==> config.mk <==
export PLATFORM = sky130hd
export DESIGN_NAME = uart_tx_arbiter
export DESIGN_NICKNAME = d
export VERILOG_FILES = /design/src/rtl/uart_tx_arbiter.sv
export SDC_FILE = /design/constraint.sdc
export NUM_CORES = 1
export LEC_CHECK = 0
export ABC_AREA = 1
export CAP_MARGIN = 20
export CORE_ASPECT_RATIO = 2
export CORE_MARGIN = 2
export CORE_UTILIZATION = 30
export CTS_BUF_LIST = sky130_fd_sc_hd__clkbuf_2 sky130_fd_sc_hd__clkbuf_4 sky130_fd_sc_hd__clkbuf_8
export DETAILED_ROUTE_END_ITERATION = 10
export GPL_ROUTABILITY_DRIVEN = 0
export PLACE_DENSITY = 0.61
export SETUP_SLACK_MARGIN = 0.1
export SLEW_MARGIN = 40
export SYNTH_ARGS = -nofsm -noshare
export SYNTH_HDL_FRONTEND = slang
export SYNTH_SLANG_ARGS = --single-unit
==> constraint.sdc <==
create_clock -name i_clk -period 4.83 [get_ports i_clk]
set_input_delay 0.483 -clock i_clk [delete_from_list [all_inputs] [get_ports i_clk]]
set_output_delay 0.483 -clock i_clk [all_outputs]
set_load 0.005 [all_outputs]
==> src/rtl/uart_tx_arbiter.sv <==
// Round-robin arbiter that shares one UART transmitter among NREQ byte requesters.
// Optional watchdog abort in WAIT is enabled by defining UART_TX_ARB_WDOG_EN.
module uart_tx_arbiter #(
    parameter int NREQ        = 4,
    parameter int DBITS       = 8,
    parameter int WDOG_CYCLES = 65536
) (
    input  logic                    i_clk,
    input  logic                    i_rst_n,
    input  logic [NREQ-1:0]         i_req,
    input  logic [NREQ*DBITS-1:0]   i_data,
    output logic [NREQ-1:0]         o_ack,
    output logic [NREQ-1:0]         o_done,
    output logic                    o_tx_start,
    output logic [DBITS-1:0]        o_tx_data,
    input  logic                    i_tx_done,
    output logic                    o_busy,
    output logic                    o_err
);

    localparam int            PW   = (NREQ > 1) ? $clog2(NREQ) : 1;
    localparam logic [PW-1:0] LAST = PW'(NREQ - 1);
    localparam logic [NREQ-1:0] ONE = NREQ'(1);

    typedef enum logic {
        S_IDLE,
        S_WAIT
    } state_e;

    state_e              state_q;
    logic [PW-1:0]       ptr_q;
    logic [PW-1:0]       owner_q;
    logic [DBITS-1:0]    tx_data_q;
    logic [NREQ-1:0]     ack_q;
    logic [NREQ-1:0]     done_q;
    logic                start_q;
    logic                busy_q;
    logic                err_q;

    logic [DBITS-1:0]    data_arr [NREQ];
    logic                gnt_found;
    logic [PW-1:0]       gnt_idx;
    logic [PW-1:0]       ptr_d;

    always_comb begin
        for (int k = 0; k < NREQ; k++) begin
            data_arr[k] = i_data[k*DBITS +: DBITS];
        end
    end

    // Search upward from the pointer; the wrap is an explicit compare so any NREQ works.
    always_comb begin
        logic [PW-1:0] idx;
        // NOTE: every combinational output gets a default first so no path leaves it unassigned (no latch).
        gnt_found = 1'b0;
        gnt_idx   = '0;
        idx       = ptr_q;
        for (int i = 0; i < NREQ; i++) begin
            if (!gnt_found && i_req[idx]) begin
                gnt_found = 1'b1;
                gnt_idx   = idx;
            end
            idx = (idx == LAST) ? '0 : idx + 1'b1;
        end
        ptr_d = (gnt_idx == LAST) ? '0 : gnt_idx + 1'b1;
    end

`ifdef UART_TX_ARB_WDOG_EN
    localparam int            WW      = $clog2(WDOG_CYCLES + 1);
    localparam logic [WW-1:0] WD_LAST = WW'(WDOG_CYCLES - 1);
    logic [WW-1:0]            wdog_q;
`else
    logic unused_wdog;
    assign unused_wdog = (WDOG_CYCLES != 0);
`endif

    // NOTE: sequential state uses non-blocking assignments so every register samples pre-edge values.
    always_ff @(posedge i_clk or negedge i_rst_n) begin
        if (!i_rst_n) begin
            state_q   <= S_IDLE;
            ptr_q     <= '0;
            owner_q   <= '0;
            tx_data_q <= '0;
            ack_q     <= '0;
            done_q    <= '0;
            start_q   <= 1'b0;
            busy_q    <= 1'b0;
            err_q     <= 1'b0;
`ifdef UART_TX_ARB_WDOG_EN
            wdog_q    <= '0;
`endif
        end else begin
            ack_q   <= '0;
            done_q  <= '0;
            start_q <= 1'b0;
            err_q   <= 1'b0;
            case (state_q)
                S_IDLE: begin
                    if (gnt_found) begin
                        tx_data_q <= data_arr[gnt_idx];
                        owner_q   <= gnt_idx;
                        ack_q     <= ONE << gnt_idx;
                        start_q   <= 1'b1;
                        busy_q    <= 1'b1;
                        ptr_q     <= ptr_d;
                        state_q   <= S_WAIT;
`ifdef UART_TX_ARB_WDOG_EN
                        wdog_q    <= '0;
`endif
                    end
                end
                S_WAIT: begin
                    if (i_tx_done) begin
                        done_q  <= ONE << owner_q;
                        busy_q  <= 1'b0;
                        state_q <= S_IDLE;
                    end
`ifdef UART_TX_ARB_WDOG_EN
                    else if (wdog_q == WD_LAST) begin
                        err_q   <= 1'b1;
                        busy_q  <= 1'b0;
                        state_q <= S_IDLE;
                    end else begin
                        wdog_q  <= wdog_q + 1'b1;
                    end
`endif
                end
                default: begin
                    busy_q  <= 1'b0;
                    state_q <= S_IDLE;
                end
            endcase
        end
    end

    assign o_ack      = ack_q;
    assign o_done     = done_q;
    assign o_tx_start = start_q;
    assign o_tx_data  = tx_data_q;
    assign o_busy     = busy_q;
    assign o_err      = err_q;

endmodule

## Word-level counts from Yosys, hierarchy flattened

Cells that the tools add are included.

- Bits of input ports: 39
- Register bits after elaboration: 23

- $lt $le $gt $ge: 5
- Bitwise logic cells: 2
- Mux-type cells: 34
- Reduce and logical (&&, ||, !) cells: 8
- Eq/ne operators: 6
- Shift-type cells: 2
- Add/subtract/negate cells: 4

Operator list:

| kind | number |
|---|---|
| 8-bit binary-select mux with 2-bit select | 1 |
| 2-bit 2-to-1 mux | 8 |
| 4-bit 2-to-1 mux | 4 |
| 8-bit 2-to-1 mux | 2 |
| 1-bit 2-to-1 mux | 13 |
| 2-bit by 3-bit < comparator with 1-bit output, second input constant | 4 |
| 2-bit by 1-bit adder with 2-bit output, second input constant | 4 |
| 1-bit binary-select mux with 2-bit select | 4 |
| 2-bit equality test, second input constant | 4 |
| 1-bit by 2-bit << shifter with 4-bit output, first input constant | 2 |
| 2-bit != test, second input constant | 2 |
| 1-bit one-hot mux with 2 select lines | 2 |
| 2-bit AND reduction | 2 |
| 3-bit greater-or-equal comparator, second input constant | 1 |
| 1-bit logical AND | 3 |
| 1-bit zero test | 3 |
| 2-bit inverter with 3-bit output | 1 |
| 1-bit inverter | 1 |

## Longest topological paths before layout

Gate-level depths: netlist of the first run.

- Depth in word-level cells: 16
- Mapped depth: 16
- Gate-level depth less buffers: 15

## Worst setup path after synthesis of the first run

OpenSTA, ideal clock, no wires.

- Kind: reg-to-reg
- Start: reg ptr_q[1]
- End: reg ptr_q[1]
- Period minus slack after synthesis: 2.054 ns
- Data arrival time: 1.928 ns
- Setup time: 0.126 ns
- Path slack: 2.776 ns
- Stages on the path, launching flop included: 13
- Cell sequence: dfrtp_1 ha_1 inv_1 o21ai_1 nand2_1 nand2_1 nand2_2 nand4_4 nand3_4 buf_6 ha_1 nand2_1 o21ai_0

- Word-level cells in the longest chain between the ends: 14

Ends and longest elaborated chain:

| item | RTL line | source |
|---|---|---|
| from (decl) | 31 | `logic [PW-1:0] ptr_q;` |
| from (signal assigned) | 105 | `ptr_q <= ptr_d;` |
| branches (longest 11 deep; another with 2-bit by 1-bit adder with 2-bit output) | -- |  |
| 2-bit 2-to-1 mux * | 59 | `if (!gnt_found && i_req[idx]) begin` |
| 2-bit by 1-bit adder with 2-bit output / 2-bit equality test (equally long branches) | 65 | `ptr_d = (gnt_idx == LAST) ? '0 : gnt_idx + 1'b1;` |
| 2-bit 2-to-1 mux * | 65 |  |
| named net ptr_d[1] | 43 | `logic [PW-1:0] ptr_d;` |

Mark *: on every way through the listed nets, which the timed path passes. The select of a mux whose other input is x is not followed.
A chain may end at the register's enable or synchronous reset.

## Worst setup path after layout of the first run

- Start: reg ptr_q[0]
- End: reg ptr_q[1]

The elaborated chain is that of the path after synthesis.

==> metrics.md, run 1 <==
| Metric | Value |
|---|---|
| Slowest stage cell on the critical path | dfrtp_1 |
| Sink Count | 23 |
| Avg Synthesized Cell Area | 7.92 um2 |
| Seq cells post-synth | 23 |
| Core Area | 5050 um2 |
| Post-synth top cells | nand2_1 (51), inv_1 (35), dfrtp_1 (23) |
| DR DRC count | 0 |
| Max-cap violations | 0 |
| Post-Synthesis Cells | 195 |
| DP HPWL | 2760 um |
| First-pass GRT wire length | 5880 um |
| Pin count of the biggest net entering global routing | 33 |
| Slew HR | 65.0% |
| WP data arrival | 2.64 ns |
| Crit path kind | reg2reg |
| Final hold viol count | 0 |
| Total negative slack | 0 ns |
| I/O pins | 58 |
| Port buffer count | 56 |
| Slew @ Worst Pin | 0.525 ns |
| R2R Path Start | ptr_q[0]$_DFFE_PN0P_ |
| Distinct cells, synth | 29 |
| Clock Latency Late Sink | 0.26 ns |
| Syn Nets | 236 |
| PD cells | 722 nW/um2 |
| Buffer depth of the longest clock path | 2 |
| # Post-CTS Setup Buffers | 0 |
| Crit share post-route | 51.7% |
| Fmax | 400 MHz |
| CP Buf/Inv Count | 1 |
| Net Switching | 800 uW |
| Clock root buffer | clkbuf_8 |
| Cell mode on critical path | nand2_1 |
| GRT Total Usage | 13.0% |
| Peak VDD IR | 412 uV |
| Initial antenna violation count | 0 |
| Post_cts resized | 0 |
| Part of the power in registers | 21.8% |
| Nets@finish | 291 |
| Routed Wire Length | 3500 um |
| CP endpoint kind | register |
| YS warnings | 0 |
| DIE HEIGHT | 105 um |
| Top cells by area, synth | dfrtp_1 (37%), nand2_1 (12%), inv_1 (8.5%) |
| Std cell rows | 37 |
| Register area share after synthesis | 37.3% |
| Post-synth top area cell | dfrtp_1 |
| Primary FF master, synth | dfrtp_1 |
| Die W | 54.7 um |
| Final min period | 2.50 ns |
| Post-DR wirelength/cell | 11.4 um |
| Clock power frac | 7.6% |
| Post-Synthesis Cell Area | 1540 um2 |
| Layout cells sized above 1 | 12.9% |
| Crit path max fanout | 32 |
| Final setup margin | 2.33 ns |
| CTS tree | yes |
| Crit path launch type | register |
| Htree depth | 1 |
| Async set or reset register ratio after synthesis | 100% |
| FF-to-FF setup slack | 2.33 ns |
| Via count | 1,403 |
| Switching Share | 51.3% |
| Most common cell in the synthesized netlist | nand2_1 |
| Pwr Total | 1560 uW |
| First DRT Iteration DRCs | 22 |
| Data required, critical path | 4.97 ns |
| Crit path max-delay family | adder cells |
| Crit path cell chain | ha_1 > inv_1 > o21ai_1 > nand2_1 > nand2_1 > nand2_2 > nand4_4 > nand3_4 > ha_1 > nand2_1 > o21ai_0 |
| Cts-stage hold buffer count | 0 |
| Antenna diode count | 0 |
| Synth top area share | 37.3% |
| RSZ-0062 raised after global routing | no |
| Internal | 760 uW |
| Final Max Slew Viols | 0 |
| CP max stage delay | 0.53 ns |
| Worst hold slack | 0.191 ns |
| Initial core utilization | 30.6% |
| Clock buffer count from CTS | 3 |
| Leakage | 0.00107 uW |
| Worst-case reg-to-reg path depth | 11 |
| Run status | finished clean |
| Final setup vio count | 0 |
| Via density | 4.57 |
| Total gr overflow | 0 |
| P&R area growth vs syn | 40.0% |
| Min-Delay Path Class | in2async |
| DRT Pass-1 Iters | 4 |
| Post-route ant nets | 0 |
| Logic pwr share | 70.6% |
| Max Clock Skew | 0.00334 ns |
| Clock transition at path regs | 0.08 ns |
| Post-Place Setup Slack | 2.31 ns |
| R2R Path End | ptr_q[1]$_DFFE_PN0P_ |
| Post-synth EDFFs | 0 |
| Die area | 5770 um2 |
| Via count of the first global-routing pass | 1,389 |
==> through the flow <==
step                      cell area (um2)  std cells  utilization [%]
after global routing                 2160        307             42.8
after floorplan                      1540        195                -
final                                2160        307             42.8
after detailed placement             2110        303             41.9
after global placement               2120        303             42.0
after CTS                            2160        307             42.8
==> final cells by class <==
| cell class | instances | area, um2 |
|---|---|---|
| repair buffers | 56 | 556 |
| flip-flops and latches | 23 | 576 |
| well taps | 58 | 72.6 |
| multi-input cells | 127 | 759 |
| clock buffers | 3 | 41.3 |
| clock inverters | 1 | 5.00 |
| inverters | 39 | 151 |
| fillers | 508 | 2890 |
==> worst max-delay path by stage <==
stage / slack, ns / cells after the start / startpoint / end
2_1_floorplan: 2.78 / 12 / ptr_q[1]$_DFFE_PN0P_ / ptr_q[1]$_DFFE_PN0P_
3_3_place_gp: 2.39 / 12 / i_req[2] / ptr_q[1]$_DFFE_PN0P_
3_5_place_dp: 2.31 / 12 / i_req[2] / ptr_q[1]$_DFFE_PN0P_
4_1_cts: 2.32 / 11 / ptr_q[0]$_DFFE_PN0P_ / ptr_q[1]$_DFFE_PN0P_
5_1_grt: 2.09 / 11 / ptr_q[0]$_DFFE_PN0P_ / ptr_q[1]$_DFFE_PN0P_
6_report: 2.33 / 11 / ptr_q[0]$_DFFE_PN0P_ / ptr_q[1]$_DFFE_PN0P_
==> power by group through the flow <==
| stage | combinational, uW | sequential (uW) | clock, uW |
|---|---|---|---|
| global placement | 1080 | 343 | 0 |
| floorplan | 898 | 330 | 0 |
| detailed placement | 1110 | 344 | 0 |
| CTS | 1110 | 343 | 123 |
| finish | 1100 | 341 | 118 |
| global route | 1240 | 351 | 130 |
==> per-layer routing <==
layer | vias to the layer above | global-route usage (%) | routed length [um]
met1 | 620 | 16.3 | 1470
met2 | 46 | 22.6 | 1780
met5 | - | 0 | 0
met3 | 4 | 2.41 | 220
li1 | 733 | - | -
met4 | 0 | 1.96 | 27
==> cell families after synthesis <==
| family | Yosys count | synth area share, % |
|---|---|---|
| other | 1 | 0.243 |
| AOI/OAI and AO/OA | 21 | 8.99 |
| and+or+nand+nor | 103 | 38.3 |
| DFF | 23 | 37.3 |
| adders and majority gates | 2 | 1.62 |
| buffers and inverters | 45 | 13.5 |
==> layout by cell type (no fill, tap or decap), types with 2 or more instances in the layout <==
cell / n
nand3_1: 16
nand2_4: 3
nor2_8: 2
clkdlybuf4s50_1: 55
nor3_1: 5
dfrtp_1: 23
clkbuf_8: 3
ha_1: 2
inv_4: 2
inv_1: 35
nand3_4: 2
nand2_2: 8
nor2_4: 3
nand2_1: 51
inv_2: 2
o211ai_1: 12
nand4_1: 5
o21ai_0: 3
nand3_2: 2
nor2_1: 3
a21oi_1: 3
==> flip-flops by register name, summed over array words and instances (netlist names) <==
name / flops
o_ack: 4
o_busy: 1
o_done: 4
o_tx_data: 8
o_tx_start: 1
owner_q: 2
ptr_q: 2
state_q: 1
No activity file was read; power rests on OpenSTA's default activity.
==> run 2, diff against run 1 <==
==> constraint.sdc (replaced) <==
create_clock -name i_clk -period 2.5 [get_ports i_clk]
set_input_delay 0.25 -clock i_clk [delete_from_list [all_inputs] [get_ports i_clk]]
set_output_delay 0.25 -clock i_clk [all_outputs]
set_load 0.005 [all_outputs]
==> run 2 against run 1 <==
  * Final cell count grew 0.98%
  * Count of clock-buffer cells in the layout is 1 higher
  * Via count increased by 0.43%
  * Critical path type unchanged
  * Critical endpoint is now o_tx_data[4]$_DFFE_PN0P_
==> metrics.md, run 2 (synthesis gave the netlist of run 1 again) <==
| Metric | Value |
|---|---|
| DP HPWL | 2700 um |
| # Post-CTS Setup Buffers | 0 |
| Most frequent cells in the layout | clkdlybuf4s50_1 (56), nand2_1 (51), inv_1 (35) |
| Peak VDD IR | 715 uV |
| Clock transition at path regs | 0.07 ns |
| Leakage | 0.00109 uW |
| Clock power frac | 7.3% |
| Via density | 4.55 |
| Initial antenna violation count | 0 |
| I/O pins | 58 |
| Largest register FFs | 8 |
| FF-to-FF setup slack | 0.38 ns |
| R2R Path End | o_tx_data[4]$_DFFE_PN0P_ |
| P&R area growth vs syn | 43.5% |
| CTS tree | yes |
| Routed Wire Length | 3390 um |
| Run status | finished clean |
| Std cell rows | 37 |
| Via count of the first global-routing pass | 1,419 |
| PD cells | 1430 nW/um2 |
| First DRT Iteration DRCs | 30 |
| GRT Total Usage | 13.1% |
| Max-cap violations | 0 |
| Switching Share | 49.3% |
| Die W | 54.7 um |
| Final setup margin | 0.376 ns |
| WP data arrival | 2.27 ns |
| Cell mode on critical path | nand2_1 |
| Most common cell after layout, fill and taps aside | clkdlybuf4s50_1 |
| Clock buffer count from CTS | 3 |
| Final hold viol count | 0 |
| Die area | 5770 um2 |
| Sequential cell area | 576 um2 |
| Final Max Slew Viols | 0 |
| Final min period | 2.12 ns |
| Slowest stage cell on the critical path | dfrtp_1 |
| Logic pwr share | 72.5% |
| Port buffer count | 56 |
| Net Switching | 1560 uW |
| Via count | 1,409 |
| Layout cells sized above 1 | 13.9% |
| Initial core utilization | 30.6% |
| Crit path kind | reg2reg |
| First-pass GRT wire length | 5940 um |
| Pin count of the biggest net entering global routing | 32 |
| Min-Delay Path Class | in2async |
| Crit path launch type | register |
| Final setup vio count | 0 |
| Part of the power in registers | 20.3% |
| Data required, critical path | 2.65 ns |
| Antenna diode count | 0 |
| Htree depth | 1 |
| Area of the multi-input gates | 772 um2 |
| CP endpoint kind | register |
| DIE HEIGHT | 105 um |
| Sink Count | 23 |
| Max Clock Skew | 0.00142 ns |
| Fill cells | 520 |
| R2R Path Start | ptr_q[1]$_DFFE_PN0P_ |
| CP Launch Point | ptr_q[1]$_DFFE_PN0P_ |
| DRT Pass-1 Iters | 4 |
| Buffer depth of the longest clock path | 2 |
| Post-Place Setup Slack | 0.357 ns |
| Core Area | 5050 um2 |
| Internal | 1600 uW |
| Clock root buffer | clkbuf_8 |
| CP max stage delay | 0.45 ns |
| Post-route ant nets | 0 |
| Total negative slack | 0 ns |
| Clock Latency Late Sink | 0.25 ns |
| Crit path cell chain | ha_4 > inv_1 > o21ai_1 > nand3_1 > nand2_1 > nand3_4 > nand3_4 > buf_12 > nand2_1 > nand3_1 > nand2_1 > nand2_1 > nand2_1 |
| Nets@finish | 294 |
| Pwr Total | 3160 uW |
| Post-DR wirelength/cell | 10.9 um |
| Total gr overflow | 0 |
| Fmax | 471 MHz |
| Crit share post-route | 85.0% |
| RSZ-0062 raised after global routing | no |
| DR DRC count | 0 |
| Worst-case reg-to-reg path depth | 13 |
| Crit path max fanout | 31 |
run 2: cell count changes in the layout (fill, tap and decap cells not counted):
cell,delta
buf_12,+1
buf_2,-1
buf_4,+2
clkbuf_4,+1
clkdlybuf4s50_1,+1
clkinv_2,-1
ha_1,-1
ha_4,+1
run 2: how the worst max path moves through the flow:
| stage | to | slack, ns | depth (start not counted) |
|---|---|---|---|
| after floorplan | ptr_q[1]$_DFFE_PN0P_ | 0.45 | 12 |
| after global placement | o_tx_data[4]$_DFFE_PN0P_ | 0.42 | 13 |
| after detailed placement | o_ack[1]$_DFF_PN0_ | 0.36 | 11 |
| after CTS | o_tx_data[4]$_DFFE_PN0P_ | 0.34 | 13 |
| after global routing | o_tx_data[1]$_DFFE_PN0P_ | 0.16 | 13 |
| final | o_tx_data[4]$_DFFE_PN0P_ | 0.38 | 13 |
run 2: what timing repair did:
action / CTS / global route
hold buffers: 0 / 0
endpoints found under the setup margin: 0 / 1
gates resized for setup: 0 / 1
run 2: cell type report:
| type | instances | area share (%) |
|---|---|---|
| tap | 58 | 3.27 |
| multi-input combinational | 127 | 34.8 |
| clock buffer | 4 | 2.20 |
| inverter | 39 | 6.83 |
| timing repair buffer | 59 | 26.9 |
| sequential | 23 | 26.0 |
run 2: metrics by stage:
step	hold WS, ns	util [%]	cell area [um2]	std cells
after global placement	0.449	42.7	2150	306
after detailed placement	0.453	42.7	2150	306
after global routing	0.390	43.9	2220	310
final	0.345	43.9	2220	310
after floorplan	-0.0456	-	1540	195
after CTS	0.356	43.7	2200	310
run 2: worst max-delay path, delay by kind of cell, from the launching register on:
family                   cells  cell delay [ns]
buffers and inverters        2             0.25
flip-flops                   1             0.45
AO/OA/AOI/OAI                1             0.15
AND/OR/NAND/NOR              9             0.83
adder cells (fa/ha/maj)      1             0.32
run 2: power groups by stage:
stage	clock, uW	sequential [uW]	combinational (uW)
global placement	0	641	2240
detailed placement	0	638	2280
floorplan	0	637	1730
CTS	236	637	2290
global route	254	658	2600
finish	230	641	2290
run 2: layer usage:
metal,up-vias,global-route usage (%),share of wire (%),routed length (um)
met1,622,17.3,44,1500
li1,731,-,-,-
met2,54,21.9,49,1660
met4,0,1.61,0.53,18
met5,-,0,0,0
met3,2,2.41,6.2,209
